## config.mk

```make
export PLATFORM = sky130hd
export DESIGN_NAME = divider_iter
export DESIGN_NICKNAME = d
export VERILOG_FILES = /design/src/rtl/divider_iter.sv
export SDC_FILE = /design/constraint.sdc
export NUM_CORES = 1
export LEC_CHECK = 0
export BUFFER_PORTS_ARGS = -buffer_cell sky130_fd_sc_hd__buf_4
export CAP_MARGIN = 20
export CELL_PAD_IN_SITES_DETAIL_PLACEMENT = 1
export CELL_PAD_IN_SITES_GLOBAL_PLACEMENT = 1
export CORE_ASPECT_RATIO = 1.75
export CORE_MARGIN = 2
export CORE_UTILIZATION = 45
export DETAILED_ROUTE_END_ITERATION = 10
export PLACE_DENSITY = 0.88
export SYNTH_ARGS = -nofsm -noshare
export SYNTH_HDL_FRONTEND = slang
export SYNTH_SLANG_ARGS = --single-unit
```

## constraint.sdc

```tcl
create_clock -name clk -period 8.4 [get_ports clk]
set_clock_uncertainty 0.15 [all_clocks]
set_input_delay 1.68 -clock clk [delete_from_list [all_inputs] [get_ports clk]]
set_output_delay 1.68 -clock clk [all_outputs]
set_load 0.05 [all_outputs]
```

## src/rtl/divider_iter.sv

```systemverilog
// divider_iter: iterative restoring integer divider with valid/ready on both
// sides. Each request selects signed (truncating, C semantics) or unsigned
// division. BITS_PER_CYCLE restoring steps are retired per CALC cycle. One
// operation is in flight at a time, and the result is held until consumed.
//
// Parameters:
//   BIT_DEPTH      - operand/result width (>= 2, divisible by BITS_PER_CYCLE)
//   BITS_PER_CYCLE - restoring steps per CALC cycle (1, 2 or 4)
// Ports:
//   clk, reset          - rising-edge clock; async active-high reset
//   in_valid/in_ready   - request handshake (in_ready only in IDLE)
//   in_signed           - 1: two's-complement division, 0: unsigned
//   dividend_in         - dividend, sampled only on the accepting edge
//   divisor_in          - divisor, sampled only on the accepting edge
//   out_valid/out_ready - result handshake (out_valid only in DONE)
//   quotient, remainder - registered results
//   div_by_zero         - current result came from a zero divisor
//   overflow            - current result came from signed MIN / -1
module divider_iter #(
  parameter int unsigned BIT_DEPTH      = 32,
  parameter int unsigned BITS_PER_CYCLE = 1
) (
  input  logic                 clk,
  input  logic                 reset,
  input  logic                 in_valid,
  output logic                 in_ready,
  input  logic                 in_signed,
  input  logic [BIT_DEPTH-1:0] dividend_in,
  input  logic [BIT_DEPTH-1:0] divisor_in,
  output logic                 out_valid,
  input  logic                 out_ready,
  output logic [BIT_DEPTH-1:0] quotient,
  output logic [BIT_DEPTH-1:0] remainder,
  output logic                 div_by_zero,
  output logic                 overflow
);

  localparam int unsigned STEPS = BIT_DEPTH / BITS_PER_CYCLE;
  localparam int unsigned CNT_W = $clog2(STEPS + 1);

  typedef enum logic [1:0] {
    S_IDLE,
    S_CALC,
    S_FIX,
    S_DONE
  } state_t;

  state_t               state_q, state_d;
  // Working dividend: shifts left each step; quotient bits enter at the LSB.
  logic [BIT_DEPTH-1:0] dvd_q, dvd_d;
  logic [BIT_DEPTH-1:0] dvs_q, dvs_d;
  // One extra bit so the trial subtraction's sign is visible at the MSB.
  logic [BIT_DEPTH:0]   rem_q, rem_d;
  logic [CNT_W-1:0]     cnt_q, cnt_d;
  logic                 neg_quo_q, neg_quo_d;
  logic                 neg_rem_q, neg_rem_d;
  logic [BIT_DEPTH-1:0] quotient_q, quotient_d;
  logic [BIT_DEPTH-1:0] remainder_q, remainder_d;
  logic                 dbz_q, dbz_d;
  logic                 ovf_q, ovf_d;

  logic [BIT_DEPTH-1:0] min_pat;
  logic                 dvd_neg, dvs_neg;
  logic [BIT_DEPTH-1:0] dvd_abs, dvs_abs;
  logic [BIT_DEPTH:0]   step_rem;
  logic [BIT_DEPTH-1:0] step_dvd;
  logic [BIT_DEPTH:0]   step_trial;

  assign min_pat = {1'b1, {(BIT_DEPTH-1){1'b0}}};
  assign dvd_neg = in_signed & dividend_in[BIT_DEPTH-1];
  assign dvs_neg = in_signed & divisor_in[BIT_DEPTH-1];
  // Negating MIN wraps back to MIN, which read as unsigned is the correct magnitude.
  assign dvd_abs = dvd_neg ? (~dividend_in + 1'b1) : dividend_in;
  assign dvs_abs = dvs_neg ? (~divisor_in + 1'b1) : divisor_in;

  // BITS_PER_CYCLE chained restoring steps, MSB of the dividend first.
  always_comb begin
    step_rem   = rem_q;
    step_dvd   = dvd_q;
    step_trial = '0;
    for (int unsigned i = 0; i < BITS_PER_CYCLE; i++) begin
      step_rem   = {step_rem[BIT_DEPTH-1:0], step_dvd[BIT_DEPTH-1]};
      step_dvd   = {step_dvd[BIT_DEPTH-2:0], 1'b0};
      step_trial = step_rem - {1'b0, dvs_q};
      if (!step_trial[BIT_DEPTH]) begin
        step_rem    = step_trial;
        step_dvd[0] = 1'b1;
      end
    end
  end

  always_comb begin
    state_d     = state_q;
    dvd_d       = dvd_q;
    dvs_d       = dvs_q;
    rem_d       = rem_q;
    cnt_d       = cnt_q;
    neg_quo_d   = neg_quo_q;
    neg_rem_d   = neg_rem_q;
    quotient_d  = quotient_q;
    remainder_d = remainder_q;
    dbz_d       = dbz_q;
    ovf_d       = ovf_q;

    unique case (state_q)
      S_IDLE: begin
        if (in_valid) begin
          dbz_d = 1'b0;
          ovf_d = 1'b0;
          if (divisor_in == '0) begin
            quotient_d  = '0;
            remainder_d = '0;
            dbz_d       = 1'b1;
            state_d     = S_DONE;
          end else if (in_signed && dividend_in == min_pat && divisor_in == '1) begin
            quotient_d  = min_pat;
            remainder_d = '0;
            ovf_d       = 1'b1;
            state_d     = S_DONE;
          end else begin
            dvd_d     = dvd_abs;
            dvs_d     = dvs_abs;
            neg_quo_d = dvd_neg ^ dvs_neg;
            neg_rem_d = dvd_neg;
            rem_d     = '0;
            cnt_d     = CNT_W'(STEPS);
            state_d   = S_CALC;
          end
        end
      end
      S_CALC: begin
        dvd_d = step_dvd;
        rem_d = step_rem;
        cnt_d = cnt_q - 1'b1;
        if (cnt_q == CNT_W'(1)) begin
          state_d = S_FIX;
        end
      end
      S_FIX: begin
        quotient_d  = neg_quo_q ? (~dvd_q + 1'b1) : dvd_q;
        remainder_d = neg_rem_q ? (~rem_q[BIT_DEPTH-1:0] + 1'b1) : rem_q[BIT_DEPTH-1:0];
        state_d     = S_DONE;
      end
      S_DONE: begin
        if (out_ready) begin
          state_d = S_IDLE;
        end
      end
      default: state_d = S_IDLE;
    endcase
  end

  always_ff @(posedge clk or posedge reset) begin
    if (reset) begin
      state_q     <= S_IDLE;
      dvd_q       <= '0;
      dvs_q       <= '0;
      rem_q       <= '0;
      cnt_q       <= '0;
      neg_quo_q   <= 1'b0;
      neg_rem_q   <= 1'b0;
      quotient_q  <= '0;
      remainder_q <= '0;
      dbz_q       <= 1'b0;
      ovf_q       <= 1'b0;
    end else begin
      state_q     <= state_d;
      dvd_q       <= dvd_d;
      dvs_q       <= dvs_d;
      rem_q       <= rem_d;
      cnt_q       <= cnt_d;
      neg_quo_q   <= neg_quo_d;
      neg_rem_q   <= neg_rem_d;
      quotient_q  <= quotient_d;
      remainder_q <= remainder_d;
      dbz_q       <= dbz_d;
      ovf_q       <= ovf_d;
    end
  end

  assign in_ready    = (state_q == S_IDLE) & ~reset;
  assign out_valid   = (state_q == S_DONE);
  assign quotient    = quotient_q;
  assign remainder   = remainder_q;
  assign div_by_zero = dbz_q;
  assign overflow    = ovf_q;

endmodule

```

# Yosys cells after proc, flatten, opt, wreduce, memory -nomap -nowiden

Index checks and enable logic that the tools add are counted.

Register bits after elaboration: 172
Output and inout bits: 68

Muxes and demuxes: 35
Reduce and logical (&&, ||, !) cells: 11
Add/subtract/negate cells: 6
Bitwise gates (word level): 11
Equality and inequality tests: 12

Operator list:

| kind                                                                   | count |
|---|---|
| 32-bit 2-to-1 mux                                                      | 17 |
| 32-bit case mux with 2 select lines                                    | 4 |
| 32-bit by 1-bit adder with 32-bit output (second input constant)       | 4 |
| 32-bit NOT                                                             | 4 |
| 32-bit equality test (second input constant)                           | 2 |
| 33-bit by 32-bit subtractor with 33-bit output                         | 1 |
| 32-bit zero test                                                       | 1 |
| 6-bit 2-to-1 mux                                                       | 3 |
| 6-bit case mux with 2 select lines                                     | 1 |
| 2-bit 2-to-1 mux                                                       | 5 |
| 2-bit inequality test (second input constant)                          | 4 |
| 2-bit case mux with 4 select lines                                     | 1 |
| 4-bit AND reduction                                                    | 2 |
| 6-bit by 1-bit equality test with 1-bit output (second input constant) | 1 |
| 3-bit AND reduction                                                    | 2 |
| 6-bit by 1-bit subtractor with 6-bit output (second input constant)    | 1 |
| 2-bit equality test (second input constant)                            | 2 |
| 1-bit 2-to-1 mux                                                       | 4 |
| 2-bit nonzero test                                                     | 2 |
| 1-bit AND                                                              | 3 |
| 3-bit inequality test (second input constant)                          | 1 |
| 1-bit NOT                                                              | 3 |
| 2-bit by 1-bit equality test with 1-bit output (second input constant) | 1 |
| 1-bit logical AND                                                      | 2 |
| other kinds (4)                                                        | 4 |

# Logic depth before layout (Yosys ltp)

Gate-level depths: netlist (run 1).

Depth in word-level cells: 7
Gate-level depth with buffers: 15

# Least setup slack after synthesis (run 1)

OpenSTA, ideal clock, no wires.

Kind: input port to flip-flop
From: in divisor_in[12]
To: reg rem_q[2]
Cell stages on the path: 9
Arrival: 4.136 ns
Slack: 3.988 ns
Required time: 8.124 ns
Path through: or4_1 nor4b_1 nand4_1 o21ai_1 o21ai_0 nand2_1 clkbuf_1 a211oi_1 a221o_1

Cells in the longest elaborated chain, start to end: 4

RTL lines:

| what                              | line | source |
|---|---|---|
| from (decl)                       | 29   | `input logic [BIT_DEPTH-1:0] divisor_in,` |
| 32-bit equality test              | 115  | `end else if (in_signed && dividend_in == min_pat && divisor_in == '1) begin` |
| 1-bit logical AND                 | 115  |  |
| 2-bit inequality test (no line)   | --   |  |
| 4-bit AND reduction (no line) (*) | --   |  |
| to (signal assigned)              | 170  | `rem_q <= rem_d;` |
| to (decl)                         | 53   | `logic [BIT_DEPTH:0] rem_q, rem_d;` |

Every way passes the cells marked *; elsewhere a longest branch is shown, timed or not.
A chain may end at the register's enable or synchronous reset.

# Worst setup path after layout (run 1)

From: in dividend_in[5]
To: reg dvd_q[22]

Cells in the longest elaborated chain, start to end: 7

RTL lines:

| what                                     | line | source |
|---|---|---|
| from (decl)                              | 28   | `input logic [BIT_DEPTH-1:0] dividend_in,` |
| 32-bit NOT                               | 73   | `assign dvd_abs = dvd_neg ? (~dividend_in + 1'b1) : dividend_in;` |
| 32-bit by 1-bit adder with 32-bit output | 73   |  |
| 32-bit 2-to-1 mux                        | 73   |  |
| 32-bit 2-to-1 mux                        | 115  |  |
| 32-bit 2-to-1 mux                        | 110  | `if (divisor_in == '0) begin` |
| 32-bit 2-to-1 mux                        | 107  | `if (in_valid) begin` |
| 32-bit case mux with 2 select lines      | 105  | `unique case (state_q)` |
| to (signal assigned)                     | 168  | `dvd_q <= dvd_d;` |
| to (decl)                                | 50   | `logic [BIT_DEPTH-1:0] dvd_q, dvd_d;` |

Parallel ways exist; a longest one is shown, timed or not. The select of a mux whose other input is x is not followed.

==> results of run 1 <==
-- through the flow --
step | instance area (sq um) | hold slack [ns] | power [mW] | setup WS (ns)
after floorplan | 11400 | 0.300 | 0.899 | 1.91
after global placement | 12700 | 0.317 | 0.957 | 2.93
after detailed placement | 12700 | 0.320 | 0.959 | 2.77
after CTS | 13200 | 0.335 | 1.70 | 3.20
after global routing | 13200 | 0.346 | 1.74 | 2.95
final | 13200 | 0.331 | 1.69 | 3.22
-- final cells by class --
cell class | count | area [sq um] | share of cell area
tap | 316 | 395 | 0.0299
clock buffer | 23 | 468 | 0.0354
timing repair buffer | 149 | 1130 | 0.0851
clock inverter | 7 | 67.6 | 0.00510
multi-input combinational | 1069 | 6640 | 0.501
sequential | 172 | 4300 | 0.325
inverter | 62 | 238 | 0.0180
-- critical path: stages --
cell      delay (ns)
buf_4           0.12
nor4_1          0.63
nand2_1         0.29
or4_1           0.71
o21ai_1         0.43
or2_2           0.70
nor2_1          0.13
buf_4           0.25
a222oi_1        0.33
inv_1           0.07
-- state kept, by name, summed over array words and instances, names as in the netlist --
signal       cells
quotient        32
cnt_q            6
remainder       32
dvd_q           32
dvs_q           32
overflow         1
neg_quo_q        1
neg_rem_q        1
div_by_zero      1
rem_q           32
state_q          2
-- layout by cell type (no fill, tap or decap), types with 15 or more instances in the layout --
cell type / count
clkbuf_16: 17
a221o_1: 17
nand2_1: 214
inv_1: 61
o22ai_1: 17
xnor2_1: 61
a21oi_1: 92
or4_1: 18
nor2_1: 91
buf_4: 148
o211ai_1: 22
xor2_1: 88
o21ai_0: 155
nand4_1: 29
a21o_1: 17
ha_1: 44
nor3_1: 20
dfrtp_1: 172
nand3_1: 15
o31ai_1: 21
-- worst min path at each step --
stage	from	endpoint	slack, ns	depth (start not counted)
after floorplan	dvs_q[13]	dvs_q[13]	0.30	2
after global placement	remainder[14]	remainder[14]	0.32	2
after detailed placement	dvs_q[6]	dvs_q[6]	0.32	2
after CTS	quotient[31]	quotient[31]	0.33	1
after global routing	quotient[31]	quotient[31]	0.35	1
final	remainder[13]	remainder[13]	0.33	2
-- cell families after synthesis --
| logic type | after synthesis | synth area share |
|---|---|---|
| adder cells (fa/ha/maj) | 45 | 0.0500 |
| flip-flops | 172 | 0.377 |
| AND/OR/NAND/NOR | 457 | 0.185 |
| buffers and inverters | 136 | 0.0453 |
| multiplexers | 6 | 0.00538 |
| XOR/XNOR | 149 | 0.114 |
| AO/OA/AOI/OAI | 412 | 0.223 |
-- layer usage --
layer | up-vias | track usage
met5 | - | 0
met4 | 0 | 0.237
met3 | 172 | 0.0337
met2 | 302 | 0.553
met1 | 5437 | 0.275
li1 | 5049 | -
-- power by group through the flow --
stage | sequential, mW | clock, mW | combinational [mW]
3_3_place_gp | 0.844 | 0 | 0.113
2_1_floorplan | 0.844 | 0 | 0.0549
5_1_grt | 0.828 | 0.788 | 0.127
4_1_cts | 0.828 | 0.758 | 0.116
3_5_place_dp | 0.844 | 0 | 0.116
6_report | 0.828 | 0.747 | 0.116
==> impl_metrics.toml, run 1 <==
[synth]
synth_largest_area_cell = "dfrtp_1"
synth_nets = 1491
synth_commonest_cells = "214 x nand2_1, 172 x dfrtp_1, 155 x o21ai_0, 94 x a21oi_1, 93 x nor2_1"
yosysUniqueCellTypes = 64
synth.yosys.seq_area_share = 0.377
synth_top_flop_cell = "dfrtp_1"
async_flop_share = 1.00
syn_area_sq_mm = 0.0114
syn_area_per_cell_sq_um = 8.28
synthTopCellsByArea = "dfrtp_1 38%, nand2_1 7.0%, o21ai_0 6.8%"
synth_top_area_share = 0.377
postSynthRegisterBits = 172
synth_warnings = 0
yosysMostFrequentCell = "nand2_1"
synth_edf_count = 0
synthCells = 1377

[placed_design]
hpwlAfterDp_mm = 28.0
port_buffers = 136
placed_cells = 1767
gp_congestion = 0.905

[final_layout]
drive_above_1_share = 0.137
final.fill_count = 3088
final_cell_count_no_fill = 1798
nets = 1585
antennaDiodeCount = 0
final_util = 0.528
syn_to_final_growth_pct = 16.1

[floorplan]
die_x_um = 124
die_area_sq_mm = 0.0267
row_count = 77
die_h_um = 215
start_util = 0.455
coreArea_sq_mm = 0.0250
io_pins = 137

[route]
drc_errors = 0
vias = 11000
drtIter0Drc = 480
dr_wl_met3_um = 933
drt-vias-per-instance = 6.10
wirelength_mm = 38.3
drt-met1-wl_mm = 12.9
ant_nets = 0
top_layer_used = "met4"
wire_per_inst_um = 21.3
wl_met2_mm = 21.3
drt_pass1_iterations = 5

[grt]
grt_start_max_net_pins = 74
track_usage = 0.291
grt_first_pass_wirelength_mm = 62.0
gr-total-overflow = 0
antenna_found_initial = 0
grt_pass1_vias = 12000

[sta]
drv_slew = 0
fmax_mhz = 193
worst_pin_slew_ns = 1.10
hold_viol = 0
post-route-period-util = 0.616
rsz0062_at_grt = "false"
setup_viol = 0
maxSlewHeadroom = 0.266
period_minus_slack_ns = 5.18
fin_tns_setup_ns = 0

[clocking]
cts_tree = "done"
cts_sinks = 172
ctsResizeCount = 0
clk_latency_ns = 0.45
cts_buffer_depth = 2
cts_root_buf = "clkbuf_16"
cts-htree-levels = 4
clkTransAtPathRegs_ns = 0.06
cts_setup_buffers = 0
cts_made_buffers = 17
holdBufCountCts = 0

[critical_path]
worst-setup-path-type = "input port to flip-flop"
r2r-start = "rem_q[0]"
rrSetupSlack_ns = 3.90
startpoint = "dividend_in[5]"
r2r_cells = 12
crit_fanout = 46
setup.worst_path.end = "dvd_q[22]"
cp-start-kind = "input port"
reg2reg_to = "rem_q[1]"
cp.required_ns = 8.58
endpoint_kind = "flip-flop"
cp.arrival_ns = 5.36

[power]
seq_power_share = 0.490
combPwrFrac = 0.068
power_switching_mw = 0.400
p_sw_frac = 0.236
clkPwrFrac = 0.442
max-vdd-ir-drop_mv = 0.120
powerDensity_mw_per_mm2 = 128
internal_power_mw = 1.29
p_leak_nw = 5.76

[worst_hold_path]
hp-class = "flip-flop to flip-flop"

[outcome]
status = "finished, final reports clean"

[job]
maxCapViolCount = 0
Power figures use the tool's default switching activity.
==> run 2: changes to the inputs <==
clock period = 4.8 ns   (was 8.4 ns; I/O delays follow)
==> run 2 against run 1 <==
Clock power grew 100%; power is 88% higher; global-route usage grew 0.61 points; worst setup slack worse by 2.5 ns; critical endpoint is now rem_q[7]; largest cell class unchanged.
==> impl_metrics.toml, run 2 (synthesis gave the netlist of run 1 again) <==
[sta]
fin_ws_ns = 0.751
timing.hold.ws_ns = 0.335
fmax_mhz = 247
rsz0062_at_grt = "false"
drv_slew = 0
period_minus_slack_ns = 4.05
fin_tns_setup_ns = 0
hold_viol = 0
setup_viol = 0
worst_pin_slew_ns = 1.16
post-route-period-util = 0.844
maxSlewHeadroom = 0.226

[route]
wirelength_mm = 39.5
drc_errors = 0
wire_per_inst_um = 21.8
drt-vias-per-instance = 6.12
ant_nets = 0
drtIter0Drc = 515
drt_pass1_iterations = 5
vias = 11100

[power]
powerDensity_mw_per_mm2 = 235
max-vdd-ir-drop_mv = 0.264
p_leak_nw = 5.90

[worst_hold_path]
hp-class = "flip-flop to flip-flop"

[critical_path]
rrSetupSlack_ns = 0.75
cp-start-kind = "flip-flop"
cp.required_ns = 5.00
endpoint_kind = "flip-flop"
cp.arrival_ns = 4.25
crit_fanout = 28
worst-setup-path-type = "flip-flop to flip-flop"

[grt]
grt_pass1_vias = 12100
antenna_found_initial = 0
grt_first_pass_wirelength_mm = 63.3
grt_start_max_net_pins = 109
track_usage = 0.298
gr-total-overflow = 0

[placed_design]
place_area_sq_mm = 0.0128
hpwlAfterDp_mm = 29.0
gp_congestion = 0.910
placed_cells = 1782
port_buffers = 136
post-place-ws_ns = 0.542

[clocking]
ctsResizeCount = 0
clk_latency_ns = 0.47
cts_made_buffers = 17
cts_root_buf = "clkbuf_16"
cts-htree-levels = 4
cts_sinks = 172
clkTransAtPathRegs_ns = 0.07
holdBufCountCts = 0
cts_tree = "done"
cts_setup_buffers = 0
cts_buffer_depth = 2

[final_layout]
final_cell_count_no_fill = 1815
finalInstanceArea_sq_mm = 0.0135
final.fill_count = 3065
antennaDiodeCount = 0
nets = 1600
drive_above_1_share = 0.149
syn_to_final_growth_pct = 18.3
layout_common_cells = "214 x nand2_1, 172 x dfrtp_1, 159 x buf_4, 155 x o21ai_0, 92 x a21oi_1"
final_common_cell = "nand2_1"

[floorplan]
start_util = 0.455
die_x_um = 124
io_pins = 137
row_count = 77
die_h_um = 215
die_area_sq_mm = 0.0267
coreArea_sq_mm = 0.0250

[outcome]
status = "finished, final reports clean"

[job]
maxCapViolCount = 0
run 2: layer usage:
| layer | track usage | share of wire |
|---|---|---|
| met3 | 0.0372 | 0.027 |
| met2 | 0.567 | 0.56 |
| met1 | 0.280 | 0.33 |
| met5 | 0 | 0 |
| met4 | 0.235 | 0.087 |
run 2: report_power, final:
| group | switching, mW | leakage, nW | total, mW | internal (mW) |
|---|---|---|---|---|
| clock | 0.633 | 0.304 | 1.52 | 0.888 |
| sequential | 0.0000000000231 | 2.24 | 1.45 | 1.45 |
| combinational | 0.121 | 3.36 | 0.202 | 0.0817 |
run 2: layout make-up:
class,count,area [sq um],area share
well taps,316,395,0.0293
flip-flops and latches,172,4300,0.319
inverters,62,236,0.0175
clock inverters,13,189,0.0140
multi-input cells,1069,6630,0.491
repair buffers,164,1290,0.0959
clock buffers,19,443,0.0328
run 2: worst paths after layout:
path	startpoint	to	cells after the start
max	dvd_q[31]	rem_q[7]	13
min	quotient[5]	quotient[5]	2
max reg2reg	dvd_q[31]	rem_q[7]	13
min reg2reg	quotient[5]	quotient[5]	2
max in group asynchronous	reset	rem_q[26]	3
min in group asynchronous	reset	dvs_q[31]	2
run 2: through the flow:
stage | total power [mW] | utilization
floorplan | 1.57 | -
global placement | 1.67 | 0.512
detailed placement | 1.68 | 0.513
CTS | 3.18 | 0.538
global route | 3.25 | 0.539
finish | 3.17 | 0.539
run 2: critical path, stage by stage, from the launching register on:
cell and delay [ns]:
dfrtp_1 0.35, inv_1 0.08, ha_1 0.25, fa_1 0.41, nand2b_1 0.19, a21oi_1 0.20
o41a_1 0.24, a2bb2oi_1 0.16, o31a_1 0.38, a211oi_1 0.40, or3_1 0.33, buf_4 0.38
a21oi_1 0.14, a221o_1 0.27
